<file path="src/rtl/fetch_pkg.sv">
// Shared types and default parameters for the fetch queue stage.
package fetch_pkg;

   typedef enum logic [1:0] {
      RUN        = 2'd0,
      HALT_DRAIN = 2'd1,
      HALTED     = 2'd2
   } fetch_state_e;

   localparam int ADDR_W_DEF  = 16;
   localparam int INSTR_W_DEF = 16;
   localparam int PC_STEP_DEF = 2;
   localparam int DEPTH_DEF   = 4;

   // Counters must hold the value DEPTH itself, hence one extra bit.
   function automatic int cnt_w(input int depth);
      return $clog2(depth) + 1;
   endfunction

endpackage

</file>
<file path="src/rtl/fetch_queue_stage_if.sv">
// Instruction-memory, control and decode-side signals of the fetch queue stage.
interface fetch_queue_stage_if
   import fetch_pkg::*;
#(
   parameter int ADDR_W  = ADDR_W_DEF,
   parameter int INSTR_W = INSTR_W_DEF
);
   logic               imem_req;
   logic [ADDR_W-1:0]  imem_addr;
   logic               imem_gnt;
   logic               imem_rvalid;
   logic [INSTR_W-1:0] imem_rdata;
   logic               redirect_valid;
   logic [ADDR_W-1:0]  redirect_addr;
   logic               halt;
   logic               out_valid;
   logic               out_ready;
   logic [INSTR_W-1:0] out_instr;
   logic [ADDR_W-1:0]  out_pc;
   logic [ADDR_W-1:0]  out_pc_inc;
   logic               err;

   modport master (
      output imem_req, imem_addr, out_valid, out_instr, out_pc, out_pc_inc, err,
      input  imem_gnt, imem_rvalid, imem_rdata, redirect_valid, redirect_addr,
             halt, out_ready
   );

   modport slave (
      input  imem_req, imem_addr, out_valid, out_instr, out_pc, out_pc_inc, err,
      output imem_gnt, imem_rvalid, imem_rdata, redirect_valid, redirect_addr,
             halt, out_ready
   );
endinterface

</file>
<file path="src/rtl/fetch_fifo.sv">
// Synchronous FIFO with flush; head entry is always visible on rdata.
module fetch_fifo
   import fetch_pkg::*;
#(
   parameter int W     = 8,
   parameter int DEPTH = 4
) (
   input  logic                   clk,
   input  logic                   rst,
   input  logic                   flush,
   input  logic                   push,
   input  logic [W-1:0]           wdata,
   input  logic                   pop,
   output logic [W-1:0]           rdata,
   output logic [$clog2(DEPTH):0] count
);
   localparam int CW = cnt_w(DEPTH);
   localparam int PW = $clog2(DEPTH);
   localparam logic [CW-1:0] FULL = CW'(DEPTH);

   logic [DEPTH-1:0][W-1:0] mem;
   logic [PW-1:0]           wr_ptr, rd_ptr;
   logic                    do_push, do_pop;

   assign do_pop  = pop && (count != '0);
   assign do_push = push && (count != FULL);

   // Storage is cleared on reset so the head reads as zero before any push.
   always_ff @(posedge clk) begin
      if (!rst) begin
         mem    <= '0;
         wr_ptr <= '0;
         rd_ptr <= '0;
         count  <= '0;
      end else if (flush) begin
         wr_ptr <= '0;
         rd_ptr <= '0;
         count  <= '0;
      end else begin
         if (do_push) begin
            mem[wr_ptr] <= wdata;
            wr_ptr      <= wr_ptr + 1'b1;
         end
         if (do_pop) rd_ptr <= rd_ptr + 1'b1;
         count <= count + CW'(do_push) - CW'(do_pop);
      end
   end

   assign rdata = mem[rd_ptr];
endmodule

</file>
<file path="src/rtl/fetch_queue_stage.sv">
// Prefetching fetch stage: pipelined imem requests, in-order PC tags, redirect with stale drop, sticky halt.
// Optional FETCH_ALIGN_CHECK_EN builds the sticky err flag (misaligned redirect / unexpected response).
module fetch_queue_stage
   import fetch_pkg::*;
#(
   parameter int ADDR_W  = ADDR_W_DEF,
   parameter int INSTR_W = INSTR_W_DEF,
   parameter int PC_STEP = PC_STEP_DEF,
   parameter int DEPTH   = DEPTH_DEF,
   parameter logic [ADDR_W-1:0] RESET_PC = '0
) (
   input logic                 clk,
   input logic                 rst,
   fetch_queue_stage_if.master bus
);
   localparam int CW   = cnt_w(DEPTH);
   localparam int PQ_W = INSTR_W + 2 * ADDR_W;
   localparam logic [ADDR_W-1:0] STEP = ADDR_W'(PC_STEP);
   localparam logic [CW:0] CAP = (CW + 1)'(DEPTH);

   fetch_state_e      state, state_nxt;
   logic [ADDR_W-1:0] pc, tag_pc;
   logic [CW-1:0]     occ, outst, drop_cnt;
   logic [PQ_W-1:0]   head;
   logic              redir, resp, drop, issue, pq_push, pq_pop;

   assign redir   = (state == RUN) && bus.redirect_valid && !bus.halt;
   assign resp    = bus.imem_rvalid && (outst != '0);
   assign drop    = resp && (drop_cnt != '0);
   // A response landing in the redirect cycle belongs to the old path.
   assign pq_push = resp && !drop && !redir;

   assign bus.imem_req  = rst && (state == RUN) && !bus.redirect_valid && !bus.halt &&
                          (({1'b0, occ} + {1'b0, outst}) < CAP);
   assign bus.imem_addr = pc;
   assign issue         = bus.imem_req && bus.imem_gnt;

   assign bus.out_valid = (state != HALTED) && (occ != '0);
   assign pq_pop        = bus.out_valid && bus.out_ready;
   assign {bus.out_instr, bus.out_pc, bus.out_pc_inc} = head;

   always_ff @(posedge clk) begin
      if (!rst) state <= RUN;
      else      state <= state_nxt;
   end

   always_comb begin
      state_nxt = state;
      unique case (state)
         RUN:        if (bus.halt) state_nxt = HALT_DRAIN;
         HALT_DRAIN: if (outst == '0) state_nxt = HALTED;
         HALTED:     state_nxt = HALTED;
         default:    state_nxt = RUN;
      endcase
   end

   // outstanding stays intact across a redirect; drop_cnt marks how many of them are stale.
   always_ff @(posedge clk) begin
      if (!rst) begin
         pc       <= RESET_PC;
         drop_cnt <= '0;
      end else begin
         if (redir)      pc <= bus.redirect_addr;
         else if (issue) pc <= pc + STEP;
         if (redir)      drop_cnt <= outst - CW'(resp);
         else if (drop)  drop_cnt <= drop_cnt - 1'b1;
      end
   end

   fetch_fifo #(.W(ADDR_W), .DEPTH(DEPTH)) u_tag_q (
      .clk   (clk),
      .rst   (rst),
      .flush (1'b0),
      .push  (issue),
      .wdata (pc),
      .pop   (resp),
      .rdata (tag_pc),
      .count (outst)
   );

   // pc_inc is stored per entry so a reset/empty head reads as all zero.
   fetch_fifo #(.W(PQ_W), .DEPTH(DEPTH)) u_prefetch_q (
      .clk   (clk),
      .rst   (rst),
      .flush (redir),
      .push  (pq_push),
      .wdata ({bus.imem_rdata, tag_pc, tag_pc + STEP}),
      .pop   (pq_pop),
      .rdata (head),
      .count (occ)
   );

`ifdef FETCH_ALIGN_CHECK_EN
   logic err_q;
   always_ff @(posedge clk) begin
      if (!rst) err_q <= 1'b0;
      else if ((redir && ((bus.redirect_addr & (STEP - 1'b1)) != '0)) ||
               (bus.imem_rvalid && (outst == '0)))
         err_q <= 1'b1;
   end
   assign bus.err = err_q;
`else
   assign bus.err = 1'b0;
`endif
endmodule

</file>
<file path="src/flat_wrapper.sv">
// flat-port wrapper written by rule: the top's interface ports become plain ports
module fetch_queue_stage_flat import fetch_pkg::*;
#(
   parameter int ADDR_W  = ADDR_W_DEF,
   parameter int INSTR_W = INSTR_W_DEF,
   parameter int PC_STEP = PC_STEP_DEF,
   parameter int DEPTH   = DEPTH_DEF,
   parameter logic [ADDR_W-1:0] RESET_PC = '0
)
  (clk, rst, bus_imem_req, bus_imem_addr, bus_out_valid, bus_out_instr, bus_out_pc, bus_out_pc_inc, bus_err, bus_imem_gnt, bus_imem_rvalid, bus_imem_rdata, bus_redirect_valid, bus_redirect_addr, bus_halt, bus_out_ready);
  fetch_queue_stage_if #(.ADDR_W(ADDR_W), .INSTR_W(INSTR_W)) bus_i ();
  input logic clk;
  input logic rst;
  output wire logic [$bits(bus_i.imem_req)-1:0] bus_imem_req;
  output wire logic [$bits(bus_i.imem_addr)-1:0] bus_imem_addr;
  output wire logic [$bits(bus_i.out_valid)-1:0] bus_out_valid;
  output wire logic [$bits(bus_i.out_instr)-1:0] bus_out_instr;
  output wire logic [$bits(bus_i.out_pc)-1:0] bus_out_pc;
  output wire logic [$bits(bus_i.out_pc_inc)-1:0] bus_out_pc_inc;
  output wire logic [$bits(bus_i.err)-1:0] bus_err;
  input wire logic [$bits(bus_i.imem_gnt)-1:0] bus_imem_gnt;
  input wire logic [$bits(bus_i.imem_rvalid)-1:0] bus_imem_rvalid;
  input wire logic [$bits(bus_i.imem_rdata)-1:0] bus_imem_rdata;
  input wire logic [$bits(bus_i.redirect_valid)-1:0] bus_redirect_valid;
  input wire logic [$bits(bus_i.redirect_addr)-1:0] bus_redirect_addr;
  input wire logic [$bits(bus_i.halt)-1:0] bus_halt;
  input wire logic [$bits(bus_i.out_ready)-1:0] bus_out_ready;
  assign bus_imem_req = bus_i.imem_req;
  assign bus_imem_addr = bus_i.imem_addr;
  assign bus_out_valid = bus_i.out_valid;
  assign bus_out_instr = bus_i.out_instr;
  assign bus_out_pc = bus_i.out_pc;
  assign bus_out_pc_inc = bus_i.out_pc_inc;
  assign bus_err = bus_i.err;
  assign bus_i.imem_gnt = bus_imem_gnt;
  assign bus_i.imem_rvalid = bus_imem_rvalid;
  assign bus_i.imem_rdata = bus_imem_rdata;
  assign bus_i.redirect_valid = bus_redirect_valid;
  assign bus_i.redirect_addr = bus_redirect_addr;
  assign bus_i.halt = bus_halt;
  assign bus_i.out_ready = bus_out_ready;
  fetch_queue_stage #(.ADDR_W(ADDR_W), .INSTR_W(INSTR_W), .PC_STEP(PC_STEP), .DEPTH(DEPTH), .RESET_PC(RESET_PC)) u_core (.clk(clk), .rst(rst), .bus(bus_i));
endmodule
</file>
<file path="config.mk">
export PLATFORM = sky130hd
export DESIGN_NAME = fetch_queue_stage_flat
export DESIGN_NICKNAME = d
export VERILOG_FILES = /design/src/rtl/fetch_pkg.sv /design/src/rtl/fetch_queue_stage_if.sv /design/src/rtl/fetch_fifo.sv /design/src/rtl/fetch_queue_stage.sv /design/src/flat_wrapper.sv
export SDC_FILE = /design/constraint.sdc
export NUM_CORES = 1
export LEC_CHECK = 0
export ABC_AREA = 1
export ABC_CLOCK_PERIOD_IN_PS = 6300
export BUFFER_PORTS_ARGS = -buffer_cell sky130_fd_sc_hd__buf_2
export CORE_UTILIZATION = 60
export DETAILED_ROUTE_END_ITERATION = 6
export MAX_ROUTING_LAYER = met4
export PLACE_DENSITY = 0.8
export SLEW_MARGIN = 20
export SYNTH_ARGS = -nofsm -noshare
export SYNTH_HDL_FRONTEND = slang
export SYNTH_SLANG_ARGS = --single-unit
</file>
<file path="constraint.sdc">
create_clock -name clk -period 6.3 [get_ports clk]
set_input_delay 1.26 -clock clk [delete_from_list [all_inputs] [get_ports clk]]
set_output_delay 1.26 -clock clk [all_outputs]
set_load 0.05 [all_outputs]
</file>
After elaboration in Yosys (flattened, before gate mapping) --
Index checks and enable logic that the tools add are counted.
Word-level totals: input bits 39, register bits 291
Operators by class: muxes and demuxes 17, $lt $le $gt $ge 7, reduce and logical (&&, ||, !) cells 33, $add $sub $neg 13, equal/unequal tests 7, bitwise operators 2
Operator list (count):
- bitwise mux 192 bit | 1
- binary-select mux 48 bit (select 2 bit) | 1
- demux 48 bit (select 2 bit) | 1
- 2-to-1 mux 48 bit | 2
- bitwise mux 64 bit | 1
- 2-to-1 mux 16 bit | 4
- adder 16 x 2 -> 16 bit, second input constant | 2
- binary-select mux 16 bit (select 2 bit) | 1
- demux 16 bit (select 2 bit) | 1
- logical AND 1 bit | 19
- < comparator 2 x 3 -> 1 bit, second input constant | 4
- nonzero test 3 bit | 3
- subtractor 3 x 1 -> 3 bit | 3
- adder 2 x 1 -> 2 bit, second input constant | 4
- adder 3 x 1 -> 3 bit | 2
- 2-to-1 mux 3 bit | 2
- != test 3 bit, second input constant | 2
- one-hot mux 2 bit (3 select lines) | 1
- adder 3 x 3 -> 4 bit | 1
- >= comparator 2 x 1 -> 1 bit, second input constant | 2
- zero test 1 bit | 4
- < comparator 4 x 3 -> 1 bit, second input constant | 1
- 2-to-1 mux 2 bit | 2
- != test 2 bit, second input constant | 2
- 10 further kinds | 13

Depth between registers and ports, before layout --
Gate-level depths: netlist of the first run.
word-level depth 9, mapped depth 15

Cells and area by module --
From an unflattened synthesis of the first run, not the netlist that was laid out.
Unflattened totals: cell total of the unflattened synthesis 2375, area, all modules 14767.9 um2
Modules (own cells, without submodules):
- fetch_fifo (u_core.u_prefetch_q) | area each 9531.6 um2, times used 1, cells each 1540
- fetch_fifo (u_core.u_tag_q) | area each 3403.3 um2, times used 1, cells each 547
- fetch_queue_stage | area each 1833.0 um2, times used 1, cells each 288

Least setup slack after synthesis of the first run --
No wires, ideal clock.
kind input -> register, start point input port bus_redirect_valid, end point register u_core.u_tag_q.count[2], arrival 4151 ps, setup slack 2079 ps, stages on the path 13, library setup time 70 ps, path buffers 0, cells stage by stage inv_1 nand4_1 nor3_1 nand2_1 inv_1 nand2_1 ha_1 inv_1 ha_1 fa_1 inv_1 o21ai_0 a21oi_1
On the way: word-level cells in the longest chain between the ends 8
Ends and longest elaborated chain:
- start: declaration | RTL line flat_wrapper.sv:24 | input wire logic [$bits(bus_i.redirect_valid)-1:0] bus_redirect_valid;
- zero test 1 bit | RTL line fetch_queue_stage.sv:33 | assign bus.imem_req = rst && (state == RUN) && !bus.redirect_valid && !bus.halt &&
- logical AND 1 bit (3 in series) | RTL line fetch_queue_stage.sv:33
- net bus_imem_req | RTL line flat_wrapper.sv:14 | output wire logic [$bits(bus_i.imem_req)-1:0] bus_imem_req;
- logical AND 1 bit | RTL line fetch_queue_stage.sv:36 | assign issue = bus.imem_req && bus.imem_gnt;
- logical AND 1 bit | RTL line fetch_fifo.sv:26 | assign do_push = push && (count != FULL);
- adder 3 x 1 -> 3 bit | RTL line fetch_fifo.sv:45 | count <= count + CW'(do_push) - CW'(do_pop);
- subtractor 3 x 1 -> 3 bit | RTL line fetch_fifo.sv:45
- end signal: assignment | RTL line fetch_fifo.sv:45
- end: declaration | RTL line fetch_fifo.sv:15 | output logic [$clog2(DEPTH):0] count
The timed path passes the listed nets, and every way through them passes these cells. A chain may end at the register's enable or synchronous reset.

Final worst setup path of the first run --
start point register u_core.u_prefetch_q.rd_ptr[0], end point output port bus_out_pc_inc[9]
On the way: word-level cells in the longest chain between the ends 2
Ends and longest elaborated chain:
- start: declaration | RTL line fetch_fifo.sv:22 | logic [PW-1:0] wr_ptr, rd_ptr;
- start signal: assignment | RTL line fetch_fifo.sv:44 | if (do_pop) rd_ptr <= rd_ptr + 1'b1;
- binary-select mux 48 bit (select 2 bit) | RTL line fetch_fifo.sv:49 | assign rdata = mem[rd_ptr];
- 2-to-1 mux 48 bit (implied by the code) | RTL line fetch_fifo.sv:49
- end: declaration | RTL line flat_wrapper.sv:19 | output wire logic [$bits(bus_i.out_pc_inc)-1:0] bus_out_pc_inc;
No other way between the ends. The select of a mux whose other input is x is not followed.

==> results of run 1 <==
-- metrics by stage --
stage          instances  power, mW  worst slack (ps)  hold WS, ps
6_report            2153       6.30              2170          460
5_1_grt             2153       6.60              2060          471
4_1_cts             2151       6.30              2190          459
3_5_place_dp        2097       4.52              2100          450
3_3_place_gp        2097       4.49              2160          447
2_1_floorplan       1843       4.02              2080          424
-- power groups by stage --
stage	combinational (mW)	sequential [mW]	clock, mW
after global placement	2.26	2.23	0
after CTS	2.31	2.20	1.79
after global routing	2.50	2.23	1.86
after floorplan	1.81	2.21	0
after detailed placement	2.29	2.23	0
final	2.31	2.20	1.78
-- critical path, delay by kind of cell, from the launching register on --
| kind | cells | cell delay, ps |
|---|---|---|
| flops | 1 | 320 |
| buf+inv | 3 | 1550 |
| compound gates | 2 | 410 |
-- path summary, 6_finish.rpt --
kind | from | endpoint | cells past startpoint
worst min register to register | u_core.u_prefetch_q.mem[97] | u_core.u_prefetch_q.mem[97] | 2
worst max register to register | u_core.state[0] | u_core.u_prefetch_q.mem[100] | 10
worst max-delay path | u_core.u_prefetch_q.rd_ptr[0] | bus_out_pc_inc[9] | 5
worst min-delay path | u_core.u_prefetch_q.mem[97] | u_core.u_prefetch_q.mem[97] | 2
-- cell families after synthesis --
group,after synthesis,synth area share (%)
buffers and inverters,250,8.02
adder cells (fa/ha/maj),26,2.57
AND/OR/NAND/NOR,709,22.9
flip-flops,287,43.3
AO/OA/AOI/OAI,561,22.6
other,1,0.0283
XOR/XNOR,9,0.594
-- cell type report --
| type | instances | area, sq um |
|---|---|---|
| antenna | 2 | 5.00 |
| clock buffer | 41 | 883 |
| clock inverter | 13 | 123 |
| fill | 1865 | 7160 |
| inverter | 107 | 407 |
| multi-input combinational | 1306 | 6460 |
| sequential | 287 | 5750 |
| tap | 280 | 350 |
| timing repair buffer | 117 | 621 |
-- cell usage in the layout (no fill, tap or decap), types with 3 or more instances in the layout --
cell type	Yosys	final
a21oi_2	4	4
clkinv_2	0	8
inv_2	6	9
nand4_1	3	3
a211oi_1	3	3
clkbuf_8	0	7
nor2_2	7	7
clkinvlp_4	0	3
o21ai_1	14	14
clkbuf_1	89	3
dfxtp_1	287	286
o21ai_0	278	278
nor2_1	275	275
o21a_1	36	36
ha_1	24	24
o22ai_1	47	47
xor2_1	7	7
nand3_1	116	116
nor3_1	8	8
a21oi_1	169	169
nand2_2	15	15
inv_1	100	97
nand2_4	4	4
buf_4	6	14
buf_2	42	103
nor2_4	7	7
a31oi_1	4	4
clkbuf_16	0	31
nand2_1	262	262
nand3_2	6	6
-- registers in the layout, indices dropped and copies added, names as in the netlist --
register                    count
u_core.u_prefetch_q.mem       188
u_core.u_tag_q.wr_ptr           2
u_core.u_prefetch_q.count       3
u_core.u_tag_q.rd_ptr           2
u_core.u_prefetch_q.wr_ptr      2
u_core.u_prefetch_q.rd_ptr      2
u_core.u_tag_q.mem             64
u_core.state                    2
u_core.drop_cnt                 3
u_core.u_tag_q.count            3
u_core.bus.imem_addr           16
-- layer usage --
metal  vias up  wire length [um]
met2       443             16700
li1       6127                 -
met5         -                 0
met1      5930             15500
met4         0               878
met3        63              2300
==> impl_metrics.csv, run 1 <==
group,metric,value,unit
global_route,met3_usage,3.48,%
synthesis,ys.flop_type,"dfxtp_1",
global_route,track_usage,31.6,%
global_route,grt_max_degree,110,
clock_network,cts_tree,"done",
sta,max_clock_freq,0.242,GHz
clock_network,cts_setup_buffers,0,
die,start_util,61.0,%
place,placed_area,13600,sq um
power_and_ir_drop,p_int,3.66,mW
sta,relSlewSlack,31.7,%
global_route,grt_pass1_vias,11167,
clock_network,clock-root-buffer,"clkbuf_16",
power_and_ir_drop,clkPwrFrac,28.3,%
die,core-area,21800,sq um
setup_path,required,5040,ps
run_status,outcome,"completed",
clock_network,cts_buffers,30,
setup_path,cp_max_fo,58,
routing,drt_first_pass_iters,5,
routing,drt_iter0_drc,1375,
routing,viasPerCell,5.84,
power_and_ir_drop,peakVddDrop,0.000247,V
setup_path,cpPeakStageDelay,720,ps
power_and_ir_drop,p_per_area,432,nW/um^2
die,ioPinCount,106,
synthesis,synth_edf_count,0,
synthesis,synth_area_per_cell,7.20,sq um
setup_path,cp-start-kind,"register",
final_layout,drive_gt1_share,12.0,%
clock_network,htreeDepth,1,
synthesis,netlist.area_leader.share,43.3,%
synthesis,synth_seq_cells,287,
final_layout,fin_area,14600,sq um
sta,layout_min_cycle_time,4130,ps
sta,hold_viol_final,0,
place,place.gp.congestion,0.858,
sta,finalSetupViolCount,0,
synthesis,synth_area_leaders,"dfxtp_1 43%, o21ai_0 10%, nor2_1 7.8%",
power_and_ir_drop,power_switching,2.64,mW
global_route,grt_pass1_wl,56300,um
sta,rsz0062_at_grt,"false",
setup_path,crit_path_end_kind,"output pin",
power_and_ir_drop,comb_power_share,36.7,%
global_route,top_usage_layer,"met2",
synthesis,synth_warnings,0,
clock_network,cts.sinks,287,
global_route,use_met2,50.2,%
place,dp_hpwl,20900,um
routing,vias,12563,
power_and_ir_drop,power_leakage,6.28,nW
setup_path,crit_chain,"inv_2 -> buf_4 -> o21ai_0 -> o22ai_1 -> buf_2",
final_layout,layout.nets,1914,
die,fp.dieW,151,um
min_path,holdCritPathClass,"reg2reg",
run,maxCapViolations,0,
synthesis,syn_nets,1908,
global_route,grtUsageMet1,42.1,%
place,portBuffers,104,
power_and_ir_drop,seq_power_share,35.0,%
setup_path,slowest_stage,"inv_2",
routing,drcViolationCount,0,
synthesis,yosys-top-cells-count,"287 x dfxtp_1, 278 x o21ai_0, 275 x nor2_1",
synthesis,synth_top_area_cell,"dfxtp_1",
setup_path,rrSetupSlack,3050,ps
global_route,antenna_found_initial,2,
die,die-area,22700,sq um
synthesis,synthCells,1843,
sta,tightestPinTransition,1020,ps
synthesis,synthArstFlopShare,0,%
sta,finalMaxSlewViolations,0,
final_layout,post-route-util,67.1,%
clock_network,post_cts_resized,0,
clock_network,postCtsHoldBufs,0,
sta,fin_tns_setup,0,ps
die,num_rows,54,
routing,wl,35400,um
sta,fin_worst_skew,7.38,ps
setup_path,cp.arrival,2870,ps
synthesis,synth_seq_area_share,43.3,%
clock_network,clk_latency,550,ps
setup_path,critPathKind,"reg2out",
sta,fin_crit_sh,65.6,%
clock_network,clkSlewWorstSetupHoldPaths,60,ps
synthesis,synth_area,13300,sq um
final_layout,syn2layout_area_growth,10.0,%
clock_network,clockBufferDepth,3,
synthesis,yosys.cell_count.top_type,"dfxtp_1",
power_and_ir_drop,p_sw_share,41.9,%
routing,ant_nets,0,
global_route,grt-ovfl-total,0,
die,die_h,151,um
synthesis,synth_cell_types,43,
routing,routedWlPerCell,16.5,um
Note: power is estimated with default switching activity, not from simulation.
==> run 2, diff against run 1 <==
ABC_CLOCK_PERIOD_IN_PS = 4000   (was 6300)
clock period = 4 ns   (was 6.3 ns; I/O delays follow)
==> impl_metrics.csv, run 2 (synthesis gave the netlist of run 1 again) <==
group,metric,value,unit
run_status,outcome,"completed",
power_and_ir_drop,p_int,5.92,mW
power_and_ir_drop,peakVddDrop,0.000418,V
routing,wl,35900,um
setup_path,crit_path_end_kind,"output pin",
final_layout,multiInputGateArea,6460,sq um
clock_network,cts_tree,"done",
final_layout,mostFrequentLayoutCell,"dfxtp_1",
clock_network,clock-root-buffer,"clkbuf_16",
place,place.gp.congestion,0.848,
final_layout,layout.nets,1922,
power_and_ir_drop,seq_power_share,34.1,%
final_layout,seq_area,5750,sq um
power_and_ir_drop,power_leakage,6.34,nW
sta,finalSetupViolCount,0,
die,core-area,21800,sq um
global_route,grt_pass1_vias,11453,
clock_network,clkSlewWorstSetupHoldPaths,60,ps
setup_path,rrSetupSlack,1240,ps
sta,relSlewSlack,24.3,%
clock_network,postCtsHoldBufs,0,
global_route,grt_pass1_wl,57000,um
sta,fin_crit_sh,84.3,%
global_route,grt-ovfl-total,0,
setup_path,cp_max_fo,22,
sta,hold_slack,461,ps
clock_network,clk_latency,550,ps
die,ioPinCount,106,
routing,drt_iter0_drc,1090,
setup_path,r2r_cells,14,
setup_path,reg2reg_from,"u_core.u_tag_q.count[2]",
die,die_h,151,um
setup_path,reg2reg_to,"u_core.u_tag_q.count[2]",
routing,drcViolationCount,0,
global_route,grt_max_degree,132,
place,dp_cells,2105,
routing,viasPerCell,5.84,
sta,rsz0062_at_grt,"false",
clock_network,post_cts_resized,0,
power_and_ir_drop,total_power,10.1,mW
place,portBuffers,104,
clock_network,cts.sinks,287,
routing,routedWlPerCell,16.6,um
power_and_ir_drop,p_per_area,686,nW/um^2
final_layout,post-route-util,67.7,%
routing,drt_first_pass_iters,6,
power_and_ir_drop,clkPwrFrac,29.2,%
final_layout,largest_register_ffs,188,
min_path,holdCritPathClass,"reg2reg",
die,num_rows,54,
routing,ant_nets,0,
clock_network,htreeDepth,1,
clock_network,cts_setup_buffers,0,
final_layout,instances_no_fill,2163,
power_and_ir_drop,power_switching,4.19,mW
setup_path,crit_start,"u_core.u_prefetch_q.rd_ptr[1]",
sta,layout_min_cycle_time,3370,ps
die,start_util,61.0,%
sta,hold_viol_final,0,
final_layout,fillers,1781,
run,maxCapViolations,0,
sta,finalMaxSlewViolations,0,
global_route,antenna_found_initial,2,
clock_network,clockBufferDepth,3,
final_layout,drive_gt1_share,12.1,%
clock_network,cts_buffers,30,
setup_path,required,3200,ps
die,die-area,22700,sq um
sta,fin_tns_setup,0,ps
power_and_ir_drop,p_sw_share,41.5,%
final_layout,syn2layout_area_growth,11.0,%
die,fp.dieW,151,um
setup_path,critPathCapture,"bus_out_pc[8]",
global_route,track_usage,31.7,%
sta,fin_worst_skew,13.1,ps
power_and_ir_drop,comb_power_share,36.7,%
place,dp_hpwl,21100,um
sta,max_clock_freq,0.297,GHz
final_layout,final_cell_mix,"286 x dfxtp_1, 278 x o21ai_0, 275 x nor2_1",
final_layout,regMostFlops,"u_core.u_prefetch_q.mem",
sta,tightestPinTransition,1140,ps
routing,vias,12622,
setup_path,cp-start-kind,"register",
setup_path,cp.arrival,2570,ps
setup_path,critPathKind,"reg2out",
-- run 2: cell count changes in the layout (fill, tap and decap cells not counted) --
cell	change
buf_12	+2
buf_4	+6
bufinv_16	+2
clkbuf_1	+7
clkbuf_8	-1
clkinv_2	-6
clkinv_4	+1
clkinvlp_4	-2
inv_1	+1
inv_2	-1
inv_6	+1
-- run 2: power groups by stage --
| stage | Combinational, mW | Sequential (mW) | Clock [mW] |
|---|---|---|---|
| detailed placement | 3.67 | 3.49 | 0 |
| global placement | 3.62 | 3.48 | 0 |
| CTS | 3.69 | 3.43 | 2.96 |
| global route | 4.02 | 3.48 | 3.07 |
| finish | 3.71 | 3.45 | 2.95 |
| floorplan | 2.85 | 3.48 | 0 |
-- run 2: how the worst min path moves through the flow --
stage                            from                endpoint  slack (ps)  depth (start not counted)
6_report        u_core.u_tag_q.mem[8]   u_core.u_tag_q.mem[8]         460                          2
5_1_grt        u_core.u_tag_q.mem[10]  u_core.u_tag_q.mem[10]         470                          2
4_1_cts        u_core.u_tag_q.mem[62]  u_core.u_tag_q.mem[62]         460                          2
3_5_place_dp    u_core.u_tag_q.mem[9]   u_core.u_tag_q.mem[9]         450                          2
3_3_place_gp   u_core.u_tag_q.mem[32]  u_core.u_tag_q.mem[32]         440                          2
2_1_floorplan   u_core.u_tag_q.mem[0]   u_core.u_tag_q.mem[0]         420                          2
-- run 2: critical path, cell delays in order (launching register included) --
cell and delay, ps:
dfxtp_1 850, buf_4 380, buf_4 200, o21ai_0 100, o22ai_1 190, buf_2 280
-- run 2: layer usage --
| metal | vias up | track usage [%] | wire length, um |
|---|---|---|---|
| met1 | 5908 | 41.1 | 15500 |
| met4 | 0 | 8.80 | 684 |
| met2 | 495 | 51.9 | 17200 |
| met5 | - | - | 0 |
| met3 | 64 | 4.12 | 2450 |
| li1 | 6155 | - | - |
-- run 2: layout make-up --
class	count	area share, %
multi-input cells	1306	43.9
flip-flops and latches	287	39.0
clock buffers	47	6.08
repair buffers	125	4.79
inverters	107	2.76
well taps	280	2.38
clock inverters	9	1.05
diodes	2	0.0340
-- run 2: per-stage QoR --
| step | area, sq um | setup WS (ps) |
|---|---|---|
| 2_1_floorplan | 13300 | 239 |
| 3_3_place_gp | 13700 | 1050 |
| 3_5_place_dp | 13700 | 983 |
| 4_1_cts | 14700 | 648 |
| 5_1_grt | 14700 | 449 |
| 6_report | 14700 | 629 |
==> run 3, diff against run 2 <==
ABC_CLOCK_PERIOD_IN_PS = 2950   (was 4000)
CORE_UTILIZATION = 54   (was 60)
PLACE_DENSITY = 0.76   (was 0.8)
clock period = 2.95 ns   (was 4 ns; I/O delays follow)
==> impl_metrics.csv, run 3 (synthesis gave the netlist of run 1 again) <==
group,metric,value,unit
run_status,outcome,"completed",
sta,relSlewSlack,38.7,%
sta,hold_slack,264,ps
clock_network,postCtsHoldBufs,0,
final_layout,instances_no_fill,2214,
routing,routedWlPerCell,16.3,um
setup_path,critPathTopFamily,"buffers and inverters",
clock_network,clockBufferDepth,3,
power_and_ir_drop,p_per_area,921,nW/um^2
routing,drt_first_pass_iters,6,
global_route,track_usage,28.7,%
clock_network,cts_setup_buffers,0,
power_and_ir_drop,power_switching,5.71,mW
setup_path,crit_path_end_kind,"output pin",
global_route,use_met2,46.0,%
power_and_ir_drop,total_power,13.8,mW
setup_path,cp.arrival,2250,ps
power_and_ir_drop,seq_power_share,33.9,%
global_route,grt_pass1_vias,11523,
final_layout,mostFrequentLayoutCell,"dfxtp_1",
die,die_h,159,um
clock_network,cts_buffers,30,
sta,fin_tns_setup,0,ps
setup_path,slowest_stage,"dfxtp_2",
final_layout,fillers,2066,
setup_path,cp_num_buf_inv,3,
setup_path,required,2360,ps
power_and_ir_drop,power_leakage,6.46,nW
run,maxCapViolations,0,
routing,drcViolationCount,0,
sta,rsz0062_at_grt,"false",
power_and_ir_drop,p_sw_share,41.3,%
place,portBuffers,104,
sta,layout_min_cycle_time,2840,ps
die,start_util,55.9,%
die,ioPinCount,106,
power_and_ir_drop,peakVddDrop,0.000627,V
routing,viasPerCell,5.70,
final_layout,final_cell_mix,"286 x dfxtp_1, 278 x o21ai_0, 275 x nor2_1",
final_layout,drive_gt1_share,13.1,%
global_route,top_usage_layer,"met2",
die,fp.dieW,159,um
die,die-area,25200,sq um
sta,tightestPinTransition,919,ps
final_layout,syn2layout_area_growth,13.0,%
setup_path,cp-start-kind,"register",
die,num_rows,56,
global_route,grt_pass1_wl,59000,um
global_route,met3_usage,2.87,%
place,dp_hpwl,21400,um
final_layout,diodes,0,
final_layout,regMostFlops,"u_core.u_prefetch_q.mem",
power_and_ir_drop,clkPwrFrac,29.1,%
clock_network,clock-root-buffer,"clkbuf_16",
setup_path,cpPeakStageDelay,400,ps
final_layout,layout.nets,1937,
sta,fin_crit_sh,96.4,%
clock_network,clkSlewWorstSetupHoldPaths,60,ps
min_path,holdCritPathClass,"in2reg",
place,place.gp.congestion,0.813,
power_and_ir_drop,comb_power_share,37.0,%
clock_network,clk_latency,550,ps
sta,finalSetupViolCount,0,
clock_network,post_cts_resized,0,
die,core-area,23800,sq um
setup_path,crit_chain,"inv_2 -> buf_4 -> o21ai_0 -> o22ai_1 -> buf_2",
clock_network,cts.sinks,287,
routing,drt_iter0_drc,1340,
sta,max_clock_freq,0.352,GHz
sta,fin_worst_skew,9.72,ps
global_route,grt_max_degree,210,
place,dp_cells,2159,
power_and_ir_drop,p_int,8.11,mW
sta,finalMaxSlewViolations,0,
sta,hold_viol_final,0,
clock_network,htreeDepth,1,
global_route,antenna_found_initial,0,
routing,vias,12624,
clock_network,cts_tree,"done",
setup_path,cp_max_fo,38,
global_route,grt-ovfl-total,0,
setup_path,critPathKind,"reg2out",
global_route,grtUsageMet1,38.3,%
routing,ant_nets,0,
routing,wl,36000,um
final_layout,largest_register_ffs,188,
[run 3: per-layer routing]
layer	share of wire (%)	routed length [um]	up-vias
li1	-	-	6178
met1	44	16000	5915
met2	47	16900	462
met3	6.2	2240	69
met4	2.5	885	0
met5	0	0	-
[run 3: power groups by stage]
stage | Combinational, mW | Clock (mW) | Sequential [mW]
detailed placement | 5.07 | 0 | 4.75
floorplan | 3.87 | 0 | 4.72
global route | 5.50 | 4.23 | 4.74
CTS | 5.10 | 4.05 | 4.67
finish | 5.11 | 4.02 | 4.69
global placement | 5.01 | 0 | 4.74
[run 3: cell type report]
class | instances | area [sq um] | area share, %
clock inverter | 12 | 165 | 1.10
clock buffer | 43 | 901 | 6.01
tap | 319 | 399 | 2.66
multi-input combinational | 1306 | 6470 | 43.1
sequential | 287 | 5750 | 38.3
timing repair buffer | 140 | 906 | 6.04
inverter | 107 | 407 | 2.71
[run 3: worst min-delay path, stage by stage]
cell,delay [ps]
buf_2,70
nor2_1,30
nor2_1,80
[run 3: worst paths after layout]
check | end | cells after the start | startpoint | slack, ps
hold reg to reg | u_core.u_tag_q.mem[32] | 2 | u_core.u_tag_q.mem[32] | 450
hold / removal | u_core.bus.imem_addr[0] | 3 | bus_redirect_addr[0] | 260
setup reg to reg | u_core.u_tag_q.mem[0] | 9 | u_core.u_tag_q.count[2] | 360
setup / recovery | bus_out_instr[4] | 5 | u_core.u_prefetch_q.rd_ptr[0] | 110
[run 3: through the flow]
step                      utilization, %  area, sq um  setup WS (ps)
after floorplan                        -        13300            149
after global placement              58.6        13900            381
after detailed placement            58.6        13900            347
after CTS                           63.1        15000            105
after global routing                63.1        15000           60.6
final                               63.1        15000            105
